[config.mk]
export PLATFORM = sky130hd
export DESIGN_NAME = gshare_predictor
export DESIGN_NICKNAME = d
export VERILOG_FILES = /design/src/rtl/gshare_predictor.sv
export SDC_FILE = /design/constraint.sdc
export NUM_CORES = 1
export LEC_CHECK = 0
export ABC_AREA = 1
export ABC_CLOCK_PERIOD_IN_PS = 1600
export CAP_MARGIN = 20
export CORE_MARGIN = 2
export CORE_UTILIZATION = 58
export CTS_CLUSTER_SIZE = 10
export DETAILED_ROUTE_END_ITERATION = 8
export DONT_BUFFER_PORTS = 1
export GPL_ROUTABILITY_DRIVEN = 0
export PLACE_DENSITY = 0.83
export RECOVER_POWER = 50
export SLEW_MARGIN = 20
export SYNTH_ARGS = -nofsm -noshare
export SYNTH_HDL_FRONTEND = slang
export SYNTH_SLANG_ARGS = --single-unit
[constraint.sdc]
create_clock -name clk -period 1.6 [get_ports clk]
set_input_delay 0.32 -clock clk [delete_from_list [all_inputs] [get_ports clk]]
set_output_delay 0.32 -clock clk [all_outputs]
set_load 0.005 [all_outputs]
[src/rtl/gshare_predictor.sv]
// gshare branch direction predictor for the LC-3b pipeline.
// The IF-stage lookup XORs fetch-address bits with a global history register
// to index a table of 2-bit saturating counters. Training happens only when a
// branch resolves in WB, using the index that travelled down the pipe with it.
// Three saturating performance counters track correct predictions,
// mispredictions and stall cycles.
module gshare_predictor #(
    parameter int unsigned IDX_BITS   = 5,
    parameter int unsigned HIST_BITS  = 4,
    parameter int unsigned CNT_WIDTH  = 16,
    parameter logic [1:0]  INIT_STATE = 2'b01
) (
    input  logic                 clk,
    input  logic                 rst_n,
    input  logic [15:0]          mem_address_IF,
    input  logic                 br_instruction_IF,
    output logic                 prediction,
    output logic [IDX_BITS-1:0]  pred_index_IF,
    input  logic                 update_valid,
    input  logic [IDX_BITS-1:0]  update_index,
    input  logic                 taken_WB,
    input  logic                 prediction_WB,
    input  logic                 stall_in,
    input  logic                 cnt_clear,
    output logic                 mispredict,
    output logic [CNT_WIDTH-1:0] bpredict_count,
    output logic [CNT_WIDTH-1:0] bmispredict_count,
    output logic [CNT_WIDTH-1:0] stall_count
);

    localparam int unsigned DEPTH = 1 << IDX_BITS;

    // Address bits that feed the index; bit 0 is always excluded because
    // instructions are word aligned.
    localparam logic [15:0] ADDR_USED = 16'(((32'd1 << IDX_BITS) - 32'd1) << 1);

    logic [1:0]           pht_q [DEPTH];
    logic [1:0]           pht_upd_d;
    logic [IDX_BITS-1:0]  hist_idx;

    logic [CNT_WIDTH-1:0] bp_q, bp_d;
    logic [CNT_WIDTH-1:0] bm_q, bm_d;
    logic [CNT_WIDTH-1:0] st_q, st_d;

    logic                 unused_addr_bits;

    assign unused_addr_bits = ^(mem_address_IF & ~ADDR_USED);

    // Global history: exists only when HIST_BITS > 0, otherwise the index is
    // built from address bits alone (bimodal mode).
    generate
        if (HIST_BITS > 0) begin : g_ghr
            logic [HIST_BITS-1:0] ghr_q, ghr_d;
            logic [HIST_BITS:0]   ghr_shift;

            // Next history: shift in the resolved direction, drop the oldest bit.
            always_comb begin
                ghr_shift = {ghr_q, taken_WB};
                ghr_d     = ghr_q;
                if (update_valid) begin
                    ghr_d = ghr_shift[HIST_BITS-1:0];
                end
            end

            // History register, updated non-speculatively at resolution.
            always_ff @(posedge clk or negedge rst_n) begin
                if (!rst_n) begin
                    ghr_q <= '0;
                end else begin
                    ghr_q <= ghr_d;
                end
            end

            assign hist_idx = IDX_BITS'(ghr_q);
        end else begin : g_no_ghr
            assign hist_idx = '0;
        end
    endgenerate

    assign pred_index_IF = mem_address_IF[IDX_BITS:1] ^ hist_idx;

    // Combinational table read; a same-cycle update is not forwarded, so the
    // prediction reflects the pre-update counter.
    assign prediction = br_instruction_IF & pht_q[pred_index_IF][1];

    assign mispredict = update_valid & (taken_WB ^ prediction_WB);

    // Saturating 2-bit counter step for the resolving branch's entry.
    always_comb begin
        pht_upd_d = pht_q[update_index];
        if (taken_WB) begin
            if (pht_upd_d != 2'd3) begin
                pht_upd_d = pht_upd_d + 2'd1;
            end
        end else begin
            if (pht_upd_d != 2'd0) begin
                pht_upd_d = pht_upd_d - 2'd1;
            end
        end
    end

    // Pattern history table: write only the resolving entry; stall never blocks it.
    always_ff @(posedge clk or negedge rst_n) begin
        if (!rst_n) begin
            pht_q <= '{default: INIT_STATE};
        end else if (update_valid) begin
            pht_q[update_index] <= pht_upd_d;
        end
    end

    // Clear wins over increment; counters stick at all-ones instead of wrapping.
    function automatic logic [CNT_WIDTH-1:0] sat_next(
        input logic [CNT_WIDTH-1:0] cnt,
        input logic                 inc,
        input logic                 clr
    );
        if (clr) begin
            return '0;
        end
        if (inc && (cnt != '1)) begin
            return cnt + CNT_WIDTH'(1);
        end
        return cnt;
    endfunction

    // Next values of the three performance counters.
    always_comb begin
        bp_d = sat_next(bp_q, update_valid & ~mispredict, cnt_clear);
        bm_d = sat_next(bm_q, mispredict, cnt_clear);
        st_d = sat_next(st_q, stall_in, cnt_clear);
    end

    // Performance counter registers.
    always_ff @(posedge clk or negedge rst_n) begin
        if (!rst_n) begin
            bp_q <= '0;
            bm_q <= '0;
            st_q <= '0;
        end else begin
            bp_q <= bp_d;
            bm_q <= bm_d;
            st_q <= st_d;
        end
    end

    assign bpredict_count    = bp_q;
    assign bmispredict_count = bm_q;
    assign stall_count       = st_q;

endmodule

Word level (Yosys, flattened, before mapping)
Index checks and enable logic that the tools add are counted.

Register bits after elaboration: 116. Input bits: 29. Output and inout bits: 55.

$add $sub $neg: 5. Order comparisons: 3. Equality and inequality tests: 4. Mux-type cells: 29. Bitwise gates (word level): 8. Reductions and logical operators: 8.

Operators by type and width (count): $mux W16 (10); $bwmux W64 (1); $add A16 B1 Y16 const B (3); $ne A16 B16 Y1 const B (3); $bmux W2 S5 (2); $mux W2 (8); $ge A6 B6 Y1 const B (2); $not A5 Y6 (2); $demux W2 S5 (1); $reduce_bool A2 Y1 (4); $mux W1 (7); $lt A6 B1 Y1 const B (1); $xor A5 B4 Y5 (1); $logic_and A1 B1 Y1 (4); $and A1 B1 Y1 (3); $add A2 B1 Y2 const B (1); $ne A2 B2 Y1 const B (1); $sub A2 B1 Y2 const B (1); $not A1 Y1 (1); $xor A1 B1 Y1 (1).

Logic depth before layout (Yosys ltp)
Gate-level depths: netlist of run 1.

Word-level depth: 9. Mapped depth: 17. Gate-level depth less buffers: 14.

Least setup slack after synthesis of run 1
No wires, ideal clock.

Path type: register -> output. Start point: register g_ghr.ghr_q[1]. End point: output prediction. Data arrival time: 1.474 ns. Slack: -0.194 ns. Stages on the path, launching flop included: 10. Cells stage by stage: dfrtp_1 -> xnor2_2 -> clkinv_1 -> nand3_1 -> nand3_1 -> nand3_1 -> nand2_1 -> nand2_1 -> nand2_1 -> nor2_1.

Cells in the longest elaborated chain, start to end: 6.

RTL lines: start: declaration (line 53) `logic [HIST_BITS-1:0] ghr_q, ghr_d;`; start signal: assignment (line 70) `ghr_q <= ghr_d;`; $xor A5 B4 Y5 (line 80) `assign pred_index_IF = mem_address_IF[IDX_BITS:1] ^ hist_idx;`; named net pred_index_IF[1] (line 18) `output logic [IDX_BITS-1:0] pred_index_IF,`; $not A5 Y6 (not written as such) (line 84) `assign prediction = br_instruction_IF & pht_q[pred_index_IF][1];`; $bmux W2 S5 (line 84); $mux W2 (not written as such) (2 in a row) (line 84); $and A1 B1 Y1 (line 84); end: declaration (line 17) `output logic prediction,`.

The timed path passes the listed nets, and every way through them passes these cells. The select of a mux whose other input is x is not followed.

Final worst setup path of run 1
Start point: register g_ghr.ghr_q[0]. End point: output prediction.

Cells in the longest elaborated chain, start to end: 6.

RTL lines (line): $xor A5 B4 Y5 (80); $not A5 Y6 (not written as such) (84); $bmux W2 S5 (84); $mux W2 (not written as such) (2 in a row) (84); $and A1 B1 Y1 (84).

No other way between the ends. The select of a mux whose other input is x is not followed.

==> results of run 1 <==
[metal layers]
layer,vias up,global-route usage,part of all wire
met5,-,0,0
met4,0,0.148,0.078
met3,223,0.112,0.12
met2,662,0.542,0.47
met1,3733,0.384,0.34
li1,3347,-,-
[critical path: stages, from the launching register on]
cell                      delay (ns)
sky130_fd_sc_hd__dfrtp_1        0.41
sky130_fd_sc_hd__inv_2          0.08
sky130_fd_sc_hd__nand2_2        0.09
sky130_fd_sc_hd__nand2_4        0.08
sky130_fd_sc_hd__buf_12         0.16
sky130_fd_sc_hd__buf_4          0.13
sky130_fd_sc_hd__nand2_1        0.08
sky130_fd_sc_hd__nand3_2        0.09
sky130_fd_sc_hd__nand3_2        0.08
sky130_fd_sc_hd__nand3_2        0.08
sky130_fd_sc_hd__a21oi_2        0.17
sky130_fd_sc_hd__nor2_2         0.05
[cell type report]
| class | count | area share |
|---|---|---|
| multi-input combinational | 745 | 0.442 |
| sequential | 116 | 0.306 |
| timing repair buffer | 129 | 0.130 |
| clock buffer | 21 | 0.0499 |
| inverter | 99 | 0.0402 |
| tap | 143 | 0.0186 |
| clock inverter | 11 | 0.0130 |
[where the power goes]
part,leakage [nW],switching [mW],total (mW),internal (mW)
clock network,0.284,1.47,3.93,2.45
logic,2.83,1.35,2.28,0.934
registers,1.48,0.199,3.52,3.32
total,4.59,3.02,9.73,6.71
[sequential cells by signal, summed over array words and instances (netlist names)]
register,count
bmispredict_count,16
stall_count,16
bpredict_count,16
g_ghr.ghr_q,4
pht_q,64
[worst min path at each step]
| stage | startpoint | cells after the start | slack [ns] | endpoint |
|---|---|---|---|---|
| floorplan | rst_n | 0 | 0.02 | bmispredict_count[0] |
| global placement | rst_n | 0 | 0.03 | pht_q[49] |
| detailed placement | rst_n | 0 | 0.03 | pht_q[49] |
| CTS | rst_n | 0 | -0.43 | g_ghr.ghr_q[3] |
| global route | rst_n | 0 | -0.43 | pht_q[59] |
| finish | rst_n | 0 | -0.42 | pht_q[59] |
[cell families (layout without fill, tap and decap cells)]
family,count (synthesis),after routing,synth area share
and+or+nand+nor,660,663,0.399
buffers and inverters,130,260,0.0868
DFF,116,116,0.439
AOI/OAI and AO/OA,70,70,0.0567
xor gates and xnor gates,9,9,0.0129
adders and majority gates,3,3,0.00560
[synth_stat cells]
cell type / count
sky130_fd_sc_hd__dfrtp_1: 84
sky130_fd_sc_hd__nand2_1: 443
sky130_fd_sc_hd__o21bai_1: 1
sky130_fd_sc_hd__ha_1: 3
sky130_fd_sc_hd__nand3_1: 91
sky130_fd_sc_hd__nor2_2: 4
sky130_fd_sc_hd__and2_1: 1
sky130_fd_sc_hd__inv_4: 1
sky130_fd_sc_hd__buf_4: 6
sky130_fd_sc_hd__o31ai_1: 3
sky130_fd_sc_hd__a21oi_1: 24
sky130_fd_sc_hd__xnor2_2: 1
sky130_fd_sc_hd__a31oi_1: 2
sky130_fd_sc_hd__nand4_1: 9
sky130_fd_sc_hd__buf_2: 7
sky130_fd_sc_hd__xnor2_1: 2
sky130_fd_sc_hd__o21ai_0: 33
sky130_fd_sc_hd__xor2_1: 6
sky130_fd_sc_hd__clkinv_1: 1
sky130_fd_sc_hd__buf_1: 1
sky130_fd_sc_hd__inv_1: 97
sky130_fd_sc_hd__clkbuf_1: 9
sky130_fd_sc_hd__nor3b_1: 1
sky130_fd_sc_hd__nor3_1: 27
sky130_fd_sc_hd__a21boi_0: 1
sky130_fd_sc_hd__nand2_2: 2
sky130_fd_sc_hd__dfstp_2: 32
sky130_fd_sc_hd__o21a_1: 4
sky130_fd_sc_hd__a211oi_1: 2
sky130_fd_sc_hd__nor4_1: 1
sky130_fd_sc_hd__buf_6: 8
sky130_fd_sc_hd__nand3_2: 1
sky130_fd_sc_hd__nor2_1: 80
[timing repair]
item                       CTS  global route
buffers inserted             6            11
setup endpoints to repair   76           110
hold endpoints to repair   124           116
cloned                       3             7
pin swaps                   18            83
gates resized for setup     55           246
[placed cells by master, fill, tap and decap left out, types with 3 or more instances in the layout]
master and n:
sky130_fd_sc_hd__nand2_1 353, sky130_fd_sc_hd__buf_4 94, sky130_fd_sc_hd__inv_1 90, sky130_fd_sc_hd__dfrtp_1 79, sky130_fd_sc_hd__nor2_1 69, sky130_fd_sc_hd__nand2_2 62
sky130_fd_sc_hd__nand3_2 54, sky130_fd_sc_hd__nand3_1 33, sky130_fd_sc_hd__dfstp_2 32, sky130_fd_sc_hd__nand2_4 27, sky130_fd_sc_hd__clkbuf_16 21, sky130_fd_sc_hd__nor3_1 19
sky130_fd_sc_hd__o21ai_0 16, sky130_fd_sc_hd__a21oi_1 15, sky130_fd_sc_hd__buf_6 15, sky130_fd_sc_hd__nor2_4 10, sky130_fd_sc_hd__a21oi_2 9, sky130_fd_sc_hd__nand4_1 9
sky130_fd_sc_hd__o21ai_1 9, sky130_fd_sc_hd__o21ai_2 8, sky130_fd_sc_hd__buf_12 8, sky130_fd_sc_hd__nand2_8 6, sky130_fd_sc_hd__nor2_2 5, sky130_fd_sc_hd__nand3_4 5
sky130_fd_sc_hd__nor3_2 5, sky130_fd_sc_hd__dfrtp_2 5, sky130_fd_sc_hd__clkinvlp_4 5, sky130_fd_sc_hd__xor2_1 4, sky130_fd_sc_hd__inv_2 4, sky130_fd_sc_hd__o21a_1 4
sky130_fd_sc_hd__inv_4 4, sky130_fd_sc_hd__clkbuf_8 4, sky130_fd_sc_hd__nor3_4 3, sky130_fd_sc_hd__o31ai_1 3, sky130_fd_sc_hd__dlygate4sd3_1 3
==> impl_results.rst, run 1 <==
.. list-table::
   :header-rows: 1

   * - Metric
     - Value
   * - Status
     - finished, violations left
   * - Failing checks
     - hold timing, setup timing
   * - Total of flip-flops plus latches after synthesis
     - about 120
   * - Yosys top cell area share
     - 0.313
   * - Maximum fanout along the worst path
     - 8
   * - Die Span Y
     - roughly 110 um
   * - Timing startpoint of the critical path
     - g_ghr.ghr_q[0]
   * - Clock latency of the later-clocked register in the worst-skew pair
     - between 0.4 and 0.5 ns
   * - Total count of max-transition violations in the final report
     - 0
   * - Core occupancy in the finished layout
     - 0.847
   * - Count of endpoints failing hold in the final timing report
     - 116
   * - Worst clock skew
     - between 0.01 and 0.015 ns
   * - Post-layout worst setup margin
     - -0.673 ns
   * - Top cell type by total area after synthesis
     - sky130_fd_sc_hd__dfrtp_1
   * - Leakage
     - 4.59 nW
   * - Root buffer cell
     - sky130_fd_sc_hd__clkbuf_16
   * - Worst EP arrival
     - between 1.5 and 2 ns
   * - Finished layout cell area
     - 9630 um2
   * - Pwr Total
     - 9.73 mW
   * - Crit path time final
     - 2.27 ns
   * - Synth Warn #
     - 0
   * - Count of different cell masters after synthesis
     - 33
   * - PortBufs
     - 0
   * - Proportion of synthesized chip area in sequential cells
     - 0.439
   * - Netlist area before placement
     - 6710 um2
   * - Count of nets after finishing
     - approximately 1100
   * - Std cell rows
     - 39
   * - Ratio of routed vias to standard cells
     - between 6 and 7
   * - Overflow after GRT
     - 0
   * - Total core area
     - 11400 um2
   * - Floorplan die width
     - between 100 and 150 um
   * - Critical Path Source Type
     - flop
   * - I/O pin count
     - 84
   * - Final Setup Violations
     - 111
   * - Total placed cells including tap cells
     - 1204
   * - Mean instance size in the synthesized netlist
     - 6.79 um2
   * - Sequential cell area in the final layout
     - 2950 um2
   * - Vias in the first global route
     - 6948
   * - Cells taking the most area after synthesis
     - sky130_fd_sc_hd__dfrtp_1, sky130_fd_sc_hd__nand2_1, sky130_fd_sc_hd__dfstp_2, sky130_fd_sc_hd__nand3_1, sky130_fd_sc_hd__inv_1
   * - Remaining design rule violation count
     - 0
   * - Antenna violations before repair
     - 0
   * - Reg-to-reg slack, setup
     - -0.35 ns
   * - Pin count of the biggest net entering global routing
     - 117
   * - Starting utilization of the core area
     - 0.590
   * - Share of the cycle needed by the critical path after routing
     - 1.42
   * - Path type of the worst setup path
     - reg2out
   * - Detailed-route wire length per cell
     - 21.4 um
   * - Drt initial violations
     - 1051
   * - TritonCTS clock tree
     - built
   * - Total Negative Setup Slacks
     - -21.60 ns
   * - Final wirelength
     - 27000 um
   * - Clock-pin slew on the worst setup and hold paths
     - 0.06 ns
   * - Worst slew slack as a fraction of its limit
     - 0.640
   * - Combined global-route utilization of all metal layers
     - 0.326
   * - Ant. Diodes
     - 0
   * - Tightest Pin Transition
     - 0.538 ns
   * - Count of fill cells added during filler insertion
     - roughly 550
   * - Number of buffers created by CTS
     - 17
   * - Worst hold-check slack
     - -0.419 ns
   * - Clock net sink count
     - about 120
   * - Beginning of the worst register-to-register path
     - pht_q[53]
   * - Post-layout instance count excluding filler cells
     - 1264
   * - Dpl ws
     - -0.184 ns
   * - Gate Count Post-Synth
     - 988
   * - Bufs on Longest Clock Path
     - 2
   * - First-pass iteration count of the detailed router
     - 5
   * - Worst endpoint required time
     - between 1 and 1.5 ns
   * - Crit end category
     - output port
   * - Wire length of the first global-routing pass
     - 32000 um
   * - Maximum vdd drop
     - slightly above 1 mV
   * - Timing-limited maximum frequency
     - 440 MHz
   * - Power per Cell Area
     - slightly above 1000 nW/um2
   * - FF-to-FF End
     - pht_q[59]
   * - Die area
     - around 12000 um2
   * - Fraction of layout cells with a size suffix above 1
     - 0.365
   * - Area of the multi-input gates
     - roughly 4300 um2
   * - Depth of the CTS H-tree
     - 4
   * - Setup repair after global routing missed its margin
     - yes
   * - Antenna Violating Nets Remaining
     - 0
   * - Layout Area Growth over Synthesis
     - 43.6%
   * - Hold/Removal Path Class
     - in2async
   * - Hold buffer count at cts
     - 3
   * - Crit path capture
     - prediction
   * - Number of vias in the routed layout
     - between 7000 and 8000
   * - Final HPWL from detailed placement
     - 12200 um
   * - Number of nets in the synthesized netlist
     - 1020
   * - Area after DPL
     - around 7600 um2
   * - Number of max-capacitance violations reported
     - 0
   * - Register-to-Register Path Depth
     - 13
Note: power is estimated with default switching activity, not from simulation.
==> run 2: changes to the inputs <==
Settings changed: ABC_AREA 1 to unset, ABC_CLOCK_PERIOD_IN_PS 1600 to 2800, CORE_UTILIZATION 58 to 60.
Clock period 1.6 ns to 2.8 ns, I/O delays scaled along.
==> run 2 against run 1 <==
Compared with the run above:
- the flow still finishes with violations (hold timing, setup timing)
- synthesized cell count decreased by 47%
- non-clock buffer count decreased by 123
- register-to-register slack improved by 0.54 ns
- critical path type unchanged
- largest power group unchanged
==> impl_results.rst, run 2 <==
.. list-table::
   :header-rows: 1

   * - Metric
     - Value
   * - Status
     - finished, violations left
   * - Failing checks
     - hold timing, setup timing
   * - Total of flip-flops plus latches after synthesis
     - 116
   * - Die area
     - 11000 um2
   * - Overflow after GRT
     - 0
   * - Share of the cycle needed by the critical path after routing
     - 1.10
   * - Final wirelength
     - 13500 um
   * - Layout Area Growth over Synthesis
     - 11.3%
   * - Maximum fanout along the worst path
     - 8
   * - Depth of the CTS H-tree
     - 4
   * - Register-to-Register Path Depth
     - 6
   * - Max reg flops
     - 64
   * - Total Negative Setup Slacks
     - -0.289 ns
   * - Crit path time final
     - 3.09 ns
   * - Worst endpoint required time
     - 2.24 ns
   * - Worst EP arrival
     - approximately 2.5 ns
   * - Ant. Diodes
     - 0
   * - Count of endpoints failing hold in the final timing report
     - between 100 and 150
   * - Leading cell types in the layout, fill and taps excluded
     - sky130_fd_sc_hd__dfrtp_1, sky130_fd_sc_hd__mux2_2, sky130_fd_sc_hd__nor2_1
   * - Critical Path Source Type
     - flop
   * - Leakage
     - 2.92 nW
   * - Floorplan die width
     - 105 um
   * - Number of nets in the synthesized netlist
     - 558
   * - Count of different cell masters after synthesis
     - 46
   * - Worst hold-check slack
     - -0.274 ns
   * - Total core area
     - between 9000 and 10000 um2
   * - TritonCTS clock tree
     - built
   * - Most used cell along the critical path
     - sky130_fd_sc_hd__mux4_2
   * - Hold/Removal Path Class
     - in2async
   * - Synth Warn #
     - 0
   * - Predominant post-synthesis flop cell
     - sky130_fd_sc_hd__dfrtp_1
   * - Post-layout instance count excluding filler cells
     - 673
   * - Gate Count Post-Synth
     - 526
   * - Core occupancy in the finished layout
     - 0.694
   * - Crit-path cells
     - xor2_4 -> buf_12 -> mux4_2 -> mux4_2 -> nand3b_1 -> nand2_1
   * - Post-layout worst setup margin
     - -0.289 ns
   * - I/O pin count
     - 84
   * - Antenna Violating Nets Remaining
     - 0
   * - Pin count of the biggest net entering global routing
     - about 120
   * - Beginning of the worst register-to-register path
     - pht_q[36]
   * - Starting utilization of the core area
     - 0.624
   * - Bufs on Longest Clock Path
     - 2
   * - Final Setup Violations
     - 1
   * - Proportion of synthesized chip area in sequential cells
     - 0.481
   * - Worst clock skew
     - between 0.007 and 0.008 ns
   * - Slowest cell on the critical path
     - sky130_fd_sc_hd__mux4_2
   * - Total count of max-transition violations in the final report
     - 0
   * - Count of fill cells added during filler insertion
     - 715
   * - Vias in the first global route
     - 4390
   * - Number of vias in the routed layout
     - 4209
   * - Most frequent cell after synthesis
     - sky130_fd_sc_hd__dfrtp_1
   * - Total placed cells including tap cells
     - 640
   * - Share of flip-flops with an asynchronous set or reset
     - 1.00
   * - Top cell type by total area after synthesis
     - sky130_fd_sc_hd__dfrtp_1
   * - Setup repair after global routing missed its margin
     - yes
   * - Number of max-capacitance violations reported
     - 0
   * - Die Span Y
     - about 110 um
   * - Most frequent cells after synthesis
     - sky130_fd_sc_hd__dfrtp_1, sky130_fd_sc_hd__mux2_2, sky130_fd_sc_hd__nor2_1
   * - Power per Cell Area
     - between 700 and 800 nW/um2
   * - Crit end category
     - output port
   * - Maximum vdd drop
     - roughly 0.49 mV
   * - Std cell rows
     - 36
   * - First-pass iteration count of the detailed router
     - 5
   * - Root buffer cell
     - sky130_fd_sc_hd__clkbuf_8
   * - Reg-to-reg slack, setup
     - 0.19 ns
   * - Remaining design rule violation count
     - 0
   * - Tightest Pin Transition
     - 0.921 ns
   * - Detailed-route wire length per cell
     - around 20 um
   * - Final HPWL from detailed placement
     - 9050 um
   * - Combined global-route utilization of all metal layers
     - 0.261
   * - FF-to-FF End
     - pht_q[21]
   * - Fraction of layout cells with a size suffix above 1
     - 0.300
   * - Pwr Total
     - approximately 5.1 mW
   * - Number of buffers created by CTS
     - 17
   * - Drt initial violations
     - between 200 and 300
   * - Netlist area before placement
     - between 6000 and 7000 um2
   * - Crit-path max cell delay
     - 0.51 ns
   * - Clock latency of the later-clocked register in the worst-skew pair
     - 0.52 ns
   * - Leading cell type in the layout, fill and taps excluded
     - sky130_fd_sc_hd__dfrtp_1
   * - Register containing the most flip-flops in the final layout
     - pht_q
   * - Cells taking the most area after synthesis
     - sky130_fd_sc_hd__dfrtp_1, sky130_fd_sc_hd__dfstp_2, sky130_fd_sc_hd__mux2_2, sky130_fd_sc_hd__mux4_2, sky130_fd_sc_hd__xor2_1
   * - PortBufs
     - 0
   * - Yosys top cell area share
     - 0.343
   * - Path type of the worst setup path
     - reg2out
   * - Ratio of routed vias to standard cells
     - 6.25
   * - Clock-pin slew on the worst setup and hold paths
     - about 0.060 ns
   * - Count of nets after finishing
     - 559
   * - Clock net sink count
     - 116
   * - Timing-limited maximum frequency
     - 324 MHz
   * - Worst slew slack as a fraction of its limit
     - 0.378
   * - Mean instance size in the synthesized netlist
     - 11.6 um2
   * - Wire length of the first global-routing pass
     - 22200 um
   * - Number of enable flip-flop cells after synthesis
     - 0
   * - Antenna violations before repair
     - 0
==> run 2: repair_timing <==
item                       in CTS  in global routing
setup buffers                   1                  0
resized for setup               2                  0
setup endpoints to repair       1                  1
pin swaps                       2                  0
hold endpoints to repair      116                116
==> run 2: per-stage QoR <==
stage	instance area (um2)	worst slack, ns
floorplan	6130	0.0214
global placement	6190	0.0674
detailed placement	6190	0.0379
CTS	6820	-0.327
global route	6820	-0.396
finish	6820	-0.289
==> run 2: worst max path at each step <==
stage,to,startpoint,cells past startpoint
after floorplan,prediction,mem_address_IF[1],5
after global placement,prediction,mem_address_IF[1],6
after detailed placement,prediction,mem_address_IF[1],6
after CTS,prediction,g_ghr.ghr_q[0],6
after global routing,prediction,g_ghr.ghr_q[0],6
final,prediction,g_ghr.ghr_q[0],6
==> run 2: layer usage <==
metal	GRT usage	vias to the layer above	part of all wire
met5	0	-	0
met4	0.114	0	0.029
met3	0.112	39	0.090
met2	0.409	187	0.48
met1	0.315	2095	0.40
li1	-	1888	-
==> run 2: worst max-delay path: cells and delay by family, from the launching register on <==
| family | cells | cell delay [ns] |
|---|---|---|
| buffers and inverters | 1 | 0.17 |
| xor gates and xnor gates | 1 | 0.22 |
| muxes | 2 | 1.00 |
| and+or+nand+nor | 2 | 0.17 |
| DFF | 1 | 0.44 |
==> run 2: where the power goes <==
group / leakage [nW] / internal, mW / switching [mW]
clock network: 0.296 / 1.49 / 0.734
logic: 1.16 / 0.418 / 0.291
registers: 1.46 / 2.01 / 0.188
==> run 2: cell type report <==
cell class | count | area (um2) | share of cell area
repair buffers | 6 | 57.6 | 0.00845
flip-flops and latches | 116 | 2940 | 0.432
inverters | 7 | 26.3 | 0.00386
well taps | 133 | 166 | 0.0244
clock buffers | 23 | 457 | 0.0670
multi-input cells | 379 | 3010 | 0.442
clock inverters | 9 | 151 | 0.0222
==> run 2: kinds of logic after synthesis <==
group / count (synthesis) / share of synthesized area
fa+ha+maj: 5 / 0.00981
buf+inv: 31 / 0.0304
compound gates: 32 / 0.0394
simple gates: 188 / 0.150
flops: 116 / 0.481
mux: 107 / 0.222
xor+xnor: 47 / 0.0672
